$ cat src/rtl/mips_pkg.sv
// Shared types and constants for the MIPS pipeline.
// Holds the memory-stage FSM state type and alignment width.
package mips_pkg;

    typedef enum logic {
        IDLE = 1'b0,
        WAIT = 1'b1
    } memState_t;

    // Low address bits that must be zero for a word access
    localparam int ALIGN_W = 2;

endpackage

$ cat src/rtl/mem_wb.sv
// MEM/WB pipeline register with bubble insertion.
// A bubble clears the controls and holds the data fields.
module mem_wb
    import mips_pkg::*;
(
    input  logic        clock,
    input  logic        reset,
    input  logic        bubble,
    input  logic        MemtoReg_In,
    input  logic        RegWrite_In,
    input  logic [4:0]  Rt_Rd_In,
    input  logic [31:0] ALUOUT_In,
    input  logic [31:0] ReadData_In,
    output logic        MemtoReg_Wb,
    output logic        RegWrite_Wb,
    output logic [4:0]  Rt_Rd_Wb,
    output logic [31:0] ALUOUT_Wb,
    output logic [31:0] ReadData_Wb
);

    always_ff @(posedge clock or posedge reset) begin
        if (reset) begin
            MemtoReg_Wb <= 1'b0;
            RegWrite_Wb <= 1'b0;
            Rt_Rd_Wb    <= 5'd0;
            ALUOUT_Wb   <= 32'd0;
            ReadData_Wb <= 32'd0;
        end else if (bubble) begin
            MemtoReg_Wb <= 1'b0;
            RegWrite_Wb <= 1'b0;
        end else begin
            MemtoReg_Wb <= MemtoReg_In;
            RegWrite_Wb <= RegWrite_In;
            Rt_Rd_Wb    <= Rt_Rd_In;
            ALUOUT_Wb   <= ALUOUT_In;
            ReadData_Wb <= ReadData_In;
        end
    end

endmodule

$ cat src/rtl/mem_stage.sv
// Memory-access stage: req/ack data bus with timeout,
// upstream stall generation and the MEM/WB register.
module mem_stage
    import mips_pkg::*;
#(
    parameter int TIMEOUT = 16
) (
    input  logic        clock,
    input  logic        reset,
    input  logic        MemtoReg_Mem,
    input  logic        RegWrite_Mem,
    input  logic        MemWrite_Mem,
    input  logic        MemRead_Mem,
    input  logic [4:0]  Rt_Rd_Mem,
    input  logic [31:0] ALUOUT_Mem,
    input  logic [31:0] StoreVal_Mem,
    output logic        dmem_req,
    output logic        dmem_we,
    output logic [31:0] dmem_addr,
    output logic [31:0] dmem_wdata,
    input  logic        dmem_ack,
    input  logic [31:0] dmem_rdata,
    output logic        stall_mem,
    output logic        bus_err,
    output logic        MemtoReg_Wb,
    output logic        RegWrite_Wb,
    output logic [4:0]  Rt_Rd_Wb,
    output logic [31:0] ALUOUT_Wb,
    output logic [31:0] ReadData_Wb
);

    localparam int CW = $clog2(TIMEOUT + 1);
    localparam logic [CW-1:0] TMAX = CW'(TIMEOUT);

    memState_t     state;
    logic [CW-1:0] wcnt;

    logic        memOp;
    logic        aligned;
    logic        misaligned;
    logic        done;
    logic        abandon;
    logic        wbRegWrite;
    logic [31:0] wbReadData;

    assign memOp      = MemRead_Mem | MemWrite_Mem;
    assign aligned    = (ALUOUT_Mem[ALIGN_W-1:0] == '0);
    assign misaligned = memOp & ~aligned;

    // Request is masked by reset so an in-flight access drops at once
    always_comb begin
        dmem_req  = 1'b0;
        done      = 1'b0;
        abandon   = 1'b0;
        stall_mem = 1'b0;
        if (!reset) begin
            unique case (state)
                IDLE: begin
                    dmem_req  = memOp & aligned;
                    done      = dmem_req & dmem_ack;
                    stall_mem = dmem_req & ~dmem_ack;
                end
                WAIT: begin
                    dmem_req  = 1'b1;
                    done      = dmem_ack;
                    abandon   = ~dmem_ack & (wcnt == TMAX);
                    stall_mem = ~dmem_ack & ~abandon;
                end
                default: ;
            endcase
        end
    end

    assign dmem_we    = dmem_req & MemWrite_Mem;
    assign dmem_addr  = ALUOUT_Mem;
    assign dmem_wdata = StoreVal_Mem;

    assign wbRegWrite = RegWrite_Mem & ~misaligned & ~abandon;
    assign wbReadData = (done & ~MemWrite_Mem) ? dmem_rdata : 32'd0;

    always_ff @(posedge clock or posedge reset) begin
        if (reset) begin
            state   <= IDLE;
            wcnt    <= '0;
            bus_err <= 1'b0;
        end else begin
            unique case (state)
                IDLE: begin
                    if (misaligned)
                        bus_err <= 1'b1;
                    if (stall_mem) begin
                        state <= WAIT;
                        wcnt  <= CW'(1);
                    end
                end
                WAIT: begin
                    if (done || abandon) begin
                        state <= IDLE;
                        wcnt  <= '0;
                    end else begin
                        wcnt <= wcnt + CW'(1);
                    end
                    if (abandon)
                        bus_err <= 1'b1;
                end
                default: begin
                    state <= IDLE;
                    wcnt  <= '0;
                end
            endcase
        end
    end

    mem_wb u_mem_wb (
        .clock       (clock),
        .reset       (reset),
        .bubble      (stall_mem),
        .MemtoReg_In (MemtoReg_Mem),
        .RegWrite_In (wbRegWrite),
        .Rt_Rd_In    (Rt_Rd_Mem),
        .ALUOUT_In   (ALUOUT_Mem),
        .ReadData_In (wbReadData),
        .MemtoReg_Wb (MemtoReg_Wb),
        .RegWrite_Wb (RegWrite_Wb),
        .Rt_Rd_Wb    (Rt_Rd_Wb),
        .ALUOUT_Wb   (ALUOUT_Wb),
        .ReadData_Wb (ReadData_Wb)
    );

endmodule

$ cat config.mk
export PLATFORM = sky130hd
export DESIGN_NAME = mem_stage
export DESIGN_NICKNAME = d
export VERILOG_FILES = /design/src/rtl/mips_pkg.sv /design/src/rtl/mem_wb.sv /design/src/rtl/mem_stage.sv
export SDC_FILE = /design/constraint.sdc
export NUM_CORES = 1
export LEC_CHECK = 0
export BUFFER_PORTS_ARGS = -buffer_cell sky130_fd_sc_hd__buf_2
export CAP_MARGIN = 20
export CORE_MARGIN = 5
export CORE_UTILIZATION = 25
export DETAILED_ROUTE_END_ITERATION = 16
export GPL_TIMING_DRIVEN = 1
export PLACE_DENSITY = 0.55
export SYNTH_ARGS = -nofsm -noshare
export SYNTH_HDL_FRONTEND = slang
export SYNTH_HIERARCHICAL = 1
export SYNTH_SLANG_ARGS = --single-unit
$ cat constraint.sdc
create_clock -name clock -period 2.9 [get_ports clock]
set_input_delay 0.145 -clock clock [delete_from_list [all_inputs] [get_ports clock]]
set_output_delay 0.145 -clock clock [all_outputs]
set_load 0.01 [all_outputs]
==> results_dict.tcl <==
set metrics [dict create \
    fin_skew_ns 0.006956 \
    synth_fa_ha_area_frac 0.005977 \
    endpoint_kind "output port" \
    p_per_area_nw_per_um2 552.9 \
    grt_pass1_vias 2803 \
    final_common_cell "buf_2" \
    grt_usage 0.09838 \
    dp_slack_ns 0.8395 \
    grt_pass1_wl_um 15310 \
    dpl.hpwl_um 7225 \
    cts_tree "built" \
    synthSimpleGateAreaFrac 0.08667 \
    ys_seq_area_frac 0.4662 \
    dpl_cell_area_um2 4765 \
    slew_headroom 0.7215 \
    synth_top_cell_by_area "dfrtp_1" \
    path_clk_slew_ns 0.06 \
    synth_fp_nets 415 \
    final_core_util 0.3061 \
    grt_max_degree 50 \
    fp.dieH_um 139.4 \
    die_x_um 139.4 \
    synth_area_um2 4187 \
    fin_crit_ns 2.316 \
    final_area_um2 5059 \
    synth.distinct_cells 37 \
    wire_per_inst_um 14.70 \
    rows 47 \
    setup_violations 0 \
    synthTopCellsByArea "dfrtp_1 (47%), mux2_4 (24%), buf_4 (11%)" \
    tns_ns 0 \
    path_class "in -> out" \
    initial_core_util 0.2534 \
    drt-vias-per-instance 4.018 \
    drcViolationCount 0 \
    drt_iter0_markers 76 \
    fin_crit_sh 0.7986 \
    io_buffers 182 \
    status "complete, no violations" \
    synth_top_area_share 0.4662 \
    clock.fmax_ghz 0.4318 \
    synth_compound_area_frac 0.03048 \
    clk_latency_ns 0.34 \
    die_area_um2 19430 \
    synthMuxAreaShare 0.2466 \
    overflow 0 \
    yosys_register_bits 78 \
    worst_pin_slew_ns 0.4177 \
    drv_cap 0 \
    ant_nets 0 \
    firstDrtPassIters 4 \
    final.fill_count 1704 \
    cts_setup_buffers 0 \
    drive_above_1_share 0.6420 \
    antenna_cells 0 \
    pin_count 247 \
    setup_ws_ns 0.5839 \
    clk_path_buf_depth 2 \
    setup.worst_path.start_class "input port" \
    avgSynthCellArea_um2 13.73 \
    cp.arrival_ns 2.17 \
    via_count 2624 \
    core_um2 16520 \
    routed_wl_um 9600 \
    synth_xor_area_frac 0 \
    irDropWorstVdd_mv 0.2412 \
    grt_antenna_before_repair 0 \
    hold_slack_ns 0.04154 \
    final_hold_viol_count 0 \
    cts_inserted_buffers 9 \
    power_leakage_nw 2.619 \
    rsz0062_at_grt "false" \
    hold_buffers 1 \
    cp_max_fo 23 \
    final_cell_mix "buf_2 (182), dfrtp_1 (78), mux2_4 (68), and2_1 (35), clkbuf_16 (9)" \
    syn_inst 305 \
    area_growth_pct 20.83 \
    ctsHtreeMaxLevel 3 \
    clock_sinks 78 \
    synth_top_family_by_area "multiplexers" \
    drv_slew 0 \
    globalplace.congestion 0.7720 \
    post_cts_resized 0 \
    ys_warn_count 6 \
    cts_root_buf "clkbuf_16" \
    hp-class "in -> reg" \
    num-nets-final 538 \
    worstPathRequired_ns 2.76 \
]
## synth_stat cells
library cell / n
nor3_1: 1
buf_12: 6
a31oi_4: 1
mux2_4: 68
a22oi_1: 1
nor2_1: 5
mux2_2: 1
a31oi_1: 1
nand4bb_1: 1
o31ai_1: 1
and3_1: 1
dfrtp_1: 78
inv_1: 5
and4bb_2: 1
nor2b_1: 3
inv_2: 1
nand3_1: 2
a311o_1: 1
o21a_1: 1
nand2b_1: 1
or2_1: 1
buf_4: 64
buf_6: 4
o21bai_1: 1
and2_1: 35
clkbuf_1: 1
a211o_1: 1
o22ai_1: 1
o21ai_0: 5
o311a_1: 1
a21oi_1: 2
nor3b_1: 1
nand2_1: 3
and3b_1: 1
ha_1: 2
nor4_4: 1
buf_8: 1
## metrics by stage
| stage | power, mW | cells |
|---|---|---|
| floorplan | 1.660 | 305 |
| CTS | 2.868 | 653 |
| finish | 2.797 | 653 |
| global route | 2.976 | 653 |
| global placement | 1.756 | 636 |
| detailed placement | 1.765 | 636 |
## sequential cells by signal (all words and copies together) (netlist names)
register	cells
bus_err	1
state	1
u_mem_wb/ALUOUT_Wb	32
u_mem_wb/MemtoReg_Wb	1
u_mem_wb/ReadData_Wb	32
u_mem_wb/RegWrite_Wb	1
u_mem_wb/Rt_Rd_Wb	5
wcnt	5
## cell families (layout without fill, tap and decap cells)
group	after synthesis	after routing
AO/OA/AOI/OAI	17	17
AND/OR/NAND/NOR	57	57
buffers and inverters	82	210
flip-flops	78	78
multiplexers	69	69
adder cells (fa/ha/maj)	2	2
## worst max-delay path: stages
cell and delay [ns]:
dlygate4sd3_1 0.53, buf_2 0.18, inv_1 0.27, o21a_1 0.23, and3_4 0.22, buf_4 0.38
buf_2 0.21
## layout make-up
class                      instances  area (um2)  area share
sequential                        78        1952      0.3859
timing repair buffer             188       970.9      0.1919
clock inverter                     7       58.81     0.01163
multi-input combinational        145        1553      0.3070
clock buffer                       9       225.2     0.04452
tap                              220       275.3     0.05442
inverter                           6       23.77    0.004699
## report_power, final
| part | switching [mW] | internal (mW) |
|---|---|---|
| registers | 0.0675 | 1.17 |
| logic | 0.238 | 0.258 |
| clock network | 0.471 | 0.590 |
| total | 0.777 | 2.02 |
## worst paths after layout
| check | startpoint | to | slack [ns] | cells after the start |
|---|---|---|---|---|
| hold reg to reg | u_mem_wb/Rt_Rd_Wb[0] | u_mem_wb/Rt_Rd_Wb[0] | 0.50 | 1 |
| hold / removal | MemtoReg_Mem | u_mem_wb/MemtoReg_Wb | 0.04 | 2 |
| max in group asynchronous | reset | u_mem_wb/ALUOUT_Wb[25] | 1.81 | 4 |
| min in group asynchronous | reset | bus_err | 0.39 | 3 |
| setup reg to reg | wcnt[0] | u_mem_wb/ReadData_Wb[28] | 0.83 | 7 |
| setup / recovery | reset | stall_mem | 0.58 | 7 |
## per-layer routing
| layer | vias to the layer above | wire, um | track usage |
|---|---|---|---|
| li1 | 1211 | - | - |
| met1 | 1238 | 4016 | 0.1228 |
| met2 | 134 | 4293 | 0.1489 |
| met3 | 41 | 1038 | 0.04117 |
| met4 | 0 | 251 | 0.04377 |
| met5 | - | 0 | 0 |
No activity file was read; power rests on OpenSTA's default activity.
